File: config.mk
export PLATFORM = sky130hd
export DESIGN_NAME = lsu_mem_port
export DESIGN_NICKNAME = d
export VERILOG_FILES = /design/src/rtl/lsu_pkg.sv /design/src/rtl/lsu_lane_align.sv /design/src/rtl/lsu_mem_port.sv
export SDC_FILE = /design/constraint.sdc
export NUM_CORES = 1
export LEC_CHECK = 0
export CAP_MARGIN = 25
export CORE_MARGIN = 2
export CORE_UTILIZATION = 44
export DETAILED_ROUTE_END_ITERATION = 10
export GPL_ROUTABILITY_DRIVEN = 0
export GPL_TIMING_DRIVEN = 0
export PLACE_DENSITY = 0.77
export SETUP_SLACK_MARGIN = 0.15
export SYNTH_ARGS = -nofsm -noshare
export SYNTH_HDL_FRONTEND = slang
export SYNTH_SLANG_ARGS = --single-unit
File: constraint.sdc
create_clock -name clk -period 3 [get_ports clk]
set_clock_uncertainty 0.15 [all_clocks]
set_input_delay 0.75 -clock clk [delete_from_list [all_inputs] [get_ports clk]]
set_output_delay 0.75 -clock clk [all_outputs]
set_load 0.03 [all_outputs]
File: src/rtl/lsu_pkg.sv
// Shared types, funct3 codes and access-check helpers for the LSU memory port.
package lsu_pkg;

    localparam logic [2:0] F3_LB  = 3'b000;
    localparam logic [2:0] F3_LH  = 3'b001;
    localparam logic [2:0] F3_LW  = 3'b010;
    localparam logic [2:0] F3_LD  = 3'b011;
    localparam logic [2:0] F3_LBU = 3'b100;
    localparam logic [2:0] F3_LHU = 3'b101;
    localparam logic [2:0] F3_LWU = 3'b110;
    localparam logic [2:0] F3_SB  = 3'b000;
    localparam logic [2:0] F3_SH  = 3'b001;
    localparam logic [2:0] F3_SW  = 3'b010;
    localparam logic [2:0] F3_SD  = 3'b011;

    typedef enum logic [1:0] {SZ_B, SZ_H, SZ_W, SZ_D} size_e;

    typedef enum logic [2:0] {
        ST_IDLE,
        ST_CHK,
        ST_REQ,
        ST_WAIT,
`ifdef LSU_MISALIGN_SPLIT_EN
        ST_REQ2,
        ST_WAIT2,
`endif
        ST_RESP
    } state_e;

    // Offset must be a multiple of the access size.
    function automatic logic misaligned(input size_e size, input logic [2:0] ofs);
        case (size)
            SZ_B:    return 1'b0;
            SZ_H:    return ofs[0];
            SZ_W:    return |ofs[1:0];
            default: return |ofs;
        endcase
    endfunction

    function automatic logic f3_illegal(input logic we, input logic [2:0] f3, input logic rv64);
        if (we)
            return !((f3 == F3_SB) || (f3 == F3_SH) || (f3 == F3_SW) || (rv64 && (f3 == F3_SD)));
        return (f3 == 3'b111) || (!rv64 && ((f3 == F3_LD) || (f3 == F3_LWU)));
    endfunction

endpackage

File: src/rtl/lsu_lane_align.sv
// Byte-lane steering: store shift / byte enables per beat, load extract, merge and extend.
module lsu_lane_align
    import lsu_pkg::*;
#(
    parameter int unsigned XLEN = 32
) (
    input  logic [2:0]               funct3,
    input  logic [$clog2(XLEN/8)-1:0] ofs,
    input  logic                     beat,
    input  logic [XLEN-1:0]          wdata,
    input  logic [XLEN-1:0]          rdata_lo,
    input  logic [XLEN-1:0]          rdata_hi,
    output logic [XLEN/8-1:0]        be_c,
    output logic [XLEN-1:0]          wdata_c,
    output logic [XLEN-1:0]          rdata_c
);
    localparam int unsigned NB  = XLEN / 8;
    localparam int unsigned NB2 = 2 * NB;
    localparam int unsigned XW2 = 2 * XLEN;

    size_e          size;
    logic           sext;
    logic [NB2-1:0] mask;
    logic [NB2-1:0] be2;
    logic [XW2-1:0] wd2;
    logic [XW2-1:0] merged;

    assign size = size_e'(funct3[1:0]);
    assign sext = ~funct3[2];

    // Two-lane-wide views let a misaligned access spill into the next word.
    always_comb begin
        case (size)
            SZ_B:    mask = NB2'(8'h01);
            SZ_H:    mask = NB2'(8'h03);
            SZ_W:    mask = NB2'(8'h0F);
            default: mask = NB2'(8'hFF);
        endcase
        be2     = mask << ofs;
        wd2     = XW2'(wdata) << {ofs, 3'b000};
        merged  = {rdata_hi, rdata_lo} >> {ofs, 3'b000};
        be_c    = beat ? be2[NB2-1:NB] : be2[NB-1:0];
        wdata_c = beat ? wd2[XW2-1:XLEN] : wd2[XLEN-1:0];
        case (size)
            SZ_B:    rdata_c = sext ? XLEN'($signed(merged[7:0]))  : XLEN'(merged[7:0]);
            SZ_H:    rdata_c = sext ? XLEN'($signed(merged[15:0])) : XLEN'(merged[15:0]);
            SZ_W:    rdata_c = sext ? XLEN'($signed(merged[31:0])) : XLEN'(merged[31:0]);
            default: rdata_c = XLEN'(merged[63:0]);
        endcase
    end

endmodule

File: src/rtl/lsu_mem_port.sv
// LSU memory-port sequencer: one request at a time onto a valid/ready bus.
// Optional two-beat misaligned support via LSU_MISALIGN_SPLIT_EN.
module lsu_mem_port
    import lsu_pkg::*;
#(
    parameter int unsigned XLEN   = 32,
    parameter int unsigned ADDR_W = 32
) (
    input  logic              clk,
    input  logic              rst,
    input  logic              req_valid,
    output logic              req_ready,
    input  logic              req_we,
    input  logic [2:0]        req_funct3,
    input  logic [ADDR_W-1:0] req_addr,
    input  logic [XLEN-1:0]   req_wdata,
    output logic              rsp_valid,
    output logic [XLEN-1:0]   rsp_rdata,
    output logic              rsp_err,
    output logic              mem_valid,
    input  logic              mem_ready,
    output logic              mem_we,
    output logic [ADDR_W-1:0] mem_addr,
    output logic [XLEN-1:0]   mem_wdata,
    output logic [XLEN/8-1:0] mem_be,
    input  logic              mem_rvalid,
    input  logic [XLEN-1:0]   mem_rdata,
    input  logic              mem_err
);
    localparam int unsigned NB    = XLEN / 8;
    localparam int unsigned OFS_W = $clog2(NB);

    state_e            state, state_n;
    logic              we_q;
    logic [2:0]        f3_q;
    logic [ADDR_W-1:0] addr_q;
    logic [XLEN-1:0]   wdata_q;
    logic              accept, load_beat, finish, chk_fail, misal, illegal, beat;
    logic [OFS_W-1:0]  ofs;
    logic [ADDR_W-1:0] beat_addr;
    logic [NB-1:0]     lane_be;
    logic [XLEN-1:0]   lane_wdata, ld_data, rd_lo, rd_hi;

    assign ofs       = addr_q[OFS_W-1:0];
    assign misal     = misaligned(size_e'(f3_q[1:0]), 3'(ofs));
    assign illegal   = f3_illegal(we_q, f3_q, XLEN == 64);
    assign beat      = (state == ST_WAIT);
    assign beat_addr = {addr_q[ADDR_W-1:OFS_W], OFS_W'(0)} + (beat ? ADDR_W'(NB) : ADDR_W'(0));

`ifdef LSU_MISALIGN_SPLIT_EN
    logic            split_q;
    logic [XLEN-1:0] rdata_lo_q;
    assign chk_fail = illegal;
    assign rd_lo    = (state == ST_WAIT2) ? rdata_lo_q : mem_rdata;
    assign rd_hi    = (state == ST_WAIT2) ? mem_rdata : '0;
`else
    assign chk_fail = illegal | misal;
    assign rd_lo    = mem_rdata;
    assign rd_hi    = '0;
`endif

    lsu_lane_align #(.XLEN(XLEN)) u_align (
        .funct3   (f3_q),
        .ofs      (ofs),
        .beat     (beat),
        .wdata    (wdata_q),
        .rdata_lo (rd_lo),
        .rdata_hi (rd_hi),
        .be_c     (lane_be),
        .wdata_c  (lane_wdata),
        .rdata_c  (ld_data)
    );

    // Next-state and datapath strobes.
    always_comb begin
        state_n   = state;
        accept    = 1'b0;
        load_beat = 1'b0;
        finish    = 1'b0;
        case (state)
            ST_IDLE: if (req_valid && req_ready) begin
                accept  = 1'b1;
                state_n = ST_CHK;
            end
            ST_CHK: if (chk_fail) begin
                state_n = ST_RESP;
            end else begin
                state_n   = ST_REQ;
                load_beat = 1'b1;
            end
            ST_REQ: if (mem_ready) state_n = ST_WAIT;
            ST_WAIT: if (mem_rvalid) begin
`ifdef LSU_MISALIGN_SPLIT_EN
                if (split_q && !mem_err) begin
                    state_n   = ST_REQ2;
                    load_beat = 1'b1;
                end else begin
                    state_n = ST_RESP;
                    finish  = 1'b1;
                end
`else
                state_n = ST_RESP;
                finish  = 1'b1;
`endif
            end
`ifdef LSU_MISALIGN_SPLIT_EN
            ST_REQ2: if (mem_ready) state_n = ST_WAIT2;
            ST_WAIT2: if (mem_rvalid) begin
                state_n = ST_RESP;
                finish  = 1'b1;
            end
`endif
            ST_RESP: state_n = ST_IDLE;
            default: state_n = ST_IDLE;
        endcase
    end

    // Outputs are registered from the next state so they line up with it.
    always_ff @(posedge clk) begin
        if (rst) begin
            state     <= ST_IDLE;
            req_ready <= 1'b1;
            rsp_valid <= 1'b0;
            rsp_rdata <= '0;
            rsp_err   <= 1'b0;
            mem_valid <= 1'b0;
            mem_we    <= 1'b0;
            mem_addr  <= '0;
            mem_wdata <= '0;
            mem_be    <= '0;
            we_q      <= 1'b0;
            f3_q      <= '0;
            addr_q    <= '0;
            wdata_q   <= '0;
`ifdef LSU_MISALIGN_SPLIT_EN
            split_q    <= 1'b0;
            rdata_lo_q <= '0;
`endif
        end else begin
            state     <= state_n;
            req_ready <= (state_n == ST_IDLE);
            rsp_valid <= (state_n == ST_RESP);
`ifdef LSU_MISALIGN_SPLIT_EN
            mem_valid <= (state_n == ST_REQ) || (state_n == ST_REQ2);
            if (state == ST_CHK) split_q <= misal;
            if (load_beat && beat) rdata_lo_q <= mem_rdata;
`else
            mem_valid <= (state_n == ST_REQ);
`endif
            if (accept) begin
                we_q    <= req_we;
                f3_q    <= req_funct3;
                addr_q  <= req_addr;
                wdata_q <= req_wdata;
            end
            if (load_beat) begin
                mem_we    <= we_q;
                mem_addr  <= beat_addr;
                mem_wdata <= lane_wdata;
                mem_be    <= lane_be;
            end
            if (state == ST_CHK) begin
                rsp_err   <= chk_fail;
                rsp_rdata <= '0;
            end
            if (finish) begin
                rsp_err   <= mem_err;
                rsp_rdata <= (mem_err || we_q) ? '0 : ld_data;
            end
        end
    end

endmodule
# ---- After elaboration in Yosys (flattened, before gate mapping)
# Cells that the tools add are included.
dict set report op_classes {
  n_reduce_logical 13
  shifts 3
  n_addsub 1
  n_bitwise 1
  muxes 27
  eq_ne 12
}
# cell count
set ops {}
lappend ops {{$mux 32} 6}
lappend ops {{$pmux 32 s2} 1}
lappend ops {{$shl 32x5->64} 1}
lappend ops {{$add 32x3->32} 1}
lappend ops {{$shr 32x5->32} 1}
lappend ops {{$pmux 8 s3} 1}
lappend ops {{$eq 3x2->1 const B} 5}
lappend ops {{$mux 3} 5}
lappend ops {{$pmux 3 s4} 1}
lappend ops {{$mux 1} 11}
lappend ops {{$eq 3x3->1 const B} 3}
lappend ops {{$logic_not 3->1} 3}
lappend ops {{$shl 8x2->8} 1}
lappend ops {{$eq 3x1->1 const B} 2}
lappend ops {{$logic_or 1x1->1} 5}
lappend ops {{$mux 4} 1}
lappend ops {{$eq 2x1->1 const B} 1}
lappend ops {{$eq 2x2->1 const B} 1}
lappend ops {{$logic_not 2->1} 1}
lappend ops {{$pmux 1 s2} 1}
lappend ops {{$reduce_bool 2->1} 1}
lappend ops {{$reduce_or 2->1} 1}
lappend ops {{$logic_and 1x1->1} 1}
lappend ops {{$logic_not 1->1} 1}
lappend ops {{$or 1x1->1} 1}
dict set report word_totals {
  inputBits 106
  reg_bits 176
  out_inout_bits 105
}

# ---- Depth between registers and ports, before layout
dict set report logic_depth {
  ltp_word 10
  depth_mapped 12
  depth_no_buf 9
}

# ---- By module
# From an unflattened synthesis, not the netlist that was laid out.
dict set report hier_totals {
  hier_cells 1015
  area_unflattened_um2 8501.9
}
# module area_per_inst_um2 cells_each n_inst
set modules_own_cells {}
lappend modules_own_cells {lsu_mem_port 6511.2 789 1}
lappend modules_own_cells {lsu_lane_align 1990.7 226 1}

# ---- Worst setup path before layout
# No wires, ideal clock.
dict set report synth_path {
  path_kind {reg-to-reg}
  from {register state[2]}
  to {register mem_addr[16]}
  arrival_ns 2.845
  period_less_slack_ns 3.086
  path_stages_with_launch 12
  setup_ns 0.091
  setup_slack_ns -0.086
  cell_sequence {dfxtp_1 nand3b_1 buf_2 inv_1 clkbuf_1 ha_1 ha_1 nand3_1 or4_1 clkbuf_2 or3_1 a311oi_1}
}
dict set report synth_via {
  elab_chain_cells 3
}
# item line_no
set synth_rtl {}
lappend synth_rtl {{start: declaration} lsu_mem_port.sv:33} ;# state_e state, state_n;
lappend synth_rtl {{start signal: assignment} lsu_mem_port.sv:140} ;# state <= state_n;
lappend synth_rtl {{$eq 3x2->1} lsu_mem_port.sv:47} ;# assign beat = (state == ST_WAIT);
lappend synth_rtl {{$mux 3} lsu_mem_port.sv:48} ;# assign beat_addr = {addr_q[ADDR_W-1:OFS_W], OFS_W'(0)} + (beat ? ADDR_W'(NB) : ADDR_W'(0));
lappend synth_rtl {{$add 32x3->32} lsu_mem_port.sv:48}
lappend synth_rtl {{end signal: assignment} lsu_mem_port.sv:158} ;# mem_addr <= beat_addr;
lappend synth_rtl {{end: declaration} lsu_mem_port.sv:23} ;# output logic [ADDR_W-1:0] mem_addr,
# Several ways; a longest one is shown, not always the timed one.
# A chain may end at the register's enable or synchronous reset.

# ---- Final worst setup path
# Same ends and word-level chain as after synthesis.

==> flow_summary.toml <==
[finish]
layout.cells.non_filler = 1388
area_growth_syn_to_layout_pct = 39.9
antenna_cells = 0
final_area_sq_um = 10800
finalNetCount = 1258
final_core_util_pct = 62.7
drive_gt1_share_pct = 8.60

[synthesis]
synthArstFlopShare_pct = 0
synth_edf_count = 0
yosysSeqAreaShare_pct = 45.2
synth-compound-area-share_pct = 19.3
synth_seq_cells = 174
synth_fa_ha_area_share_pct = 0.325
yosysTopAreaCell = "dfxtp_1"
synth_common_cells = "179 x nand2_1, 174 x dfxtp_1, 100 x a21oi_1"
netlist_instances = 917
ys_types = 60
yosys.area_share.simple_pct = 21.5
muxShareOfSynthArea_pct = 6.06
synthXorXnorAreaFrac_pct = 3.07
synth_top_family_by_area = "simple AND/OR/NAND/NOR gates"
ys.flop_type = "dfxtp_1"
yosysWarnings = 0
synth_most_common_cell = "nand2_1"
synth_area_sq_um = 7700
ys_top_cells_by_area = "dfxtp_1 45%, nand2_1 8.7%, a21oi_1 6.5%, nor2_1 3.9%, mux2i_1 3.4%"
synth.avg_cell_area_sq_um = 8.40
yosysTopAreaCellShare_pct = 45.2

[detailed_routing]
routed_wl_mm = 24.9
ant_nets = 0
vias = 7763
firstDrtPassIters = 7
avgViaCountPerCell = 5.59
drc_errors = 0
wl_per_cell_um = 17.9
dr.first_iter.drc_count = 626

[sta]
hold_viol = 0
report.final.slew_viol_count = 0
fin_crit_ns = 2.79
max_freq_mhz = 359
finalSetupViolCount = 0
grt_setup_unrepaired = "false"
tightest_slew_ns = 0.870
relSlewSlack_pct = 41.5
fin_ws_ns = 0.212
tns_ns = 0
holdWs_ns = 0.301
fin_crit_sh_pct = 92.9

[critical_path]
required_ns = 3.19
end_kind = "flip-flop"
path_class = "reg -> reg"
start_kind = "flip-flop"
crit_path_max_fanout = 10
arrival_ns = 2.98

[grt]
grt_overflow = 0
grt_max_degree = 17
grt_pass1_wl_mm = 37.5
antenna_found_initial = 0
grt_use_total_pct = 26.2
grt_pass1_vias = 7156

[die]
num_rows = 48
die_w_um = 136
die_area_sq_um = 18600
ioPinCount = 211
start_util_pct = 44.8
core-area_sq_um = 17200
die_y_um = 136

[power]
max-vdd-ir-drop_v = 0.000451
p_per_area_nw_per_um2 = 637
fin_total_pwr_mw = 6.87
p_leak_nw = 3.81

[clock_network]
cts_tree = "done"
postCtsHoldBufs = 0
cts-root-buf = "clkbuf_16"
cts.clk_slew.worst_paths_ns = 0.07
cts_made_buffers = 17
worstSkewPairLatency_ns = 0.43
clock-sinks = 174
cts_max_level = 4
clockBufferDepth = 2

[hold_path]
hold_class = "reg -> reg"

[placement]
place_ws_ns = -0.281
portBuffers = 208
hpwl_mm = 18.6
placed_cell_area_sq_um = 10100
dp_cells = 1351

[run]
cap_viol_max_count = 0

[run_status]
status = "finished, final reports clean"
-- cell type report --
| cell class | count | area (sq um) |
|---|---|---|
| plain buffers | 75 | 347 |
| clock buffers | 19 | 433 |
| clock inverters | 13 | 166 |
| fillers | 1538 | 6400 |
| inverters | 5 | 18.8 |
| multi-input cells | 664 | 3920 |
| flip-flops and latches | 174 | 3490 |
| well taps | 225 | 282 |
| repair buffers | 213 | 2120 |
-- power breakdown --
part / leakage (nW) / switching, mW / internal (mW)
Combinational: 2.11 / 1.11 / 0.735
Sequential: 1.42 / 0.216 / 2.55
Clock: 0.284 / 0.937 / 1.31
-- cells by family after synthesis --
logic type,count (synthesis)
AND/OR/NAND/NOR,368
AO/OA/AOI/OAI,221
flip-flops,174
buffers and inverters,80
multiplexers,44
XOR/XNOR,27
adder cells (fa/ha/maj),2
other,1
-- critical path, stage by stage, from the launching register on --
cell,delay [ns]
dfxtp_2,0.34
nand3b_1,0.19
buf_6,0.16
inv_2,0.07
clkbuf_8,0.14
ha_4,0.15
ha_4,0.16
nand3_4,0.10
or4_1,0.48
buf_4,0.18
or3_1,0.30
a311oi_1,0.24
-- per-layer routing --
layer	part of all wire (%)	GRT usage, %	up-vias
li1	-	-	3689
met3	8.5	6.26	58
met4	2.9	10.5	2
met2	45	42.1	360
met5	0.12	0	-
met1	43	34.0	3654
-- flip-flops by register name, indices dropped and copies added (netlist names) --
signal     flops
rsp_valid      1
mem_wdata     32
rsp_rdata     32
we_q           1
wdata_q       32
f3_q           3
req_ready      1
mem_be         4
mem_addr      30
mem_valid      1
rsp_err        1
addr_q        32
mem_we         1
state          3
-- timing repair --
action	in CTS	in global routing
setup endpoints to repair	18	30
pin swaps	0	2
resized for setup	7	9
buffers inserted	2	3
-- worst paths after layout --
check	start	endpoint	slack, ns	depth (start not counted)
setup reg to reg	state[2]	mem_addr[16]	0.21	11
hold reg to reg	mem_wdata[24]	mem_wdata[24]	0.30	2
hold / removal	mem_wdata[24]	mem_wdata[24]	0.30	2
setup / recovery	state[2]	mem_addr[16]	0.21	11
-- placed cells by master (no fill, tap or decap), types with 11 or more instances in the layout --
cell,netlist,layout
clkdlybuf4s50_1,0,208
nand2_1,179,179
dfxtp_1,174,172
a21oi_1,100,100
nor2_1,80,80
clkbuf_1,49,48
nor3_1,32,32
mux2i_1,26,26
a211oi_1,26,26
o21ai_0,19,19
xor2_1,19,19
mux2_2,17,17
clkbuf_16,0,17
a22o_1,16,16
buf_2,16,15
nand4_1,11,11
Power figures use the tool's default switching activity.
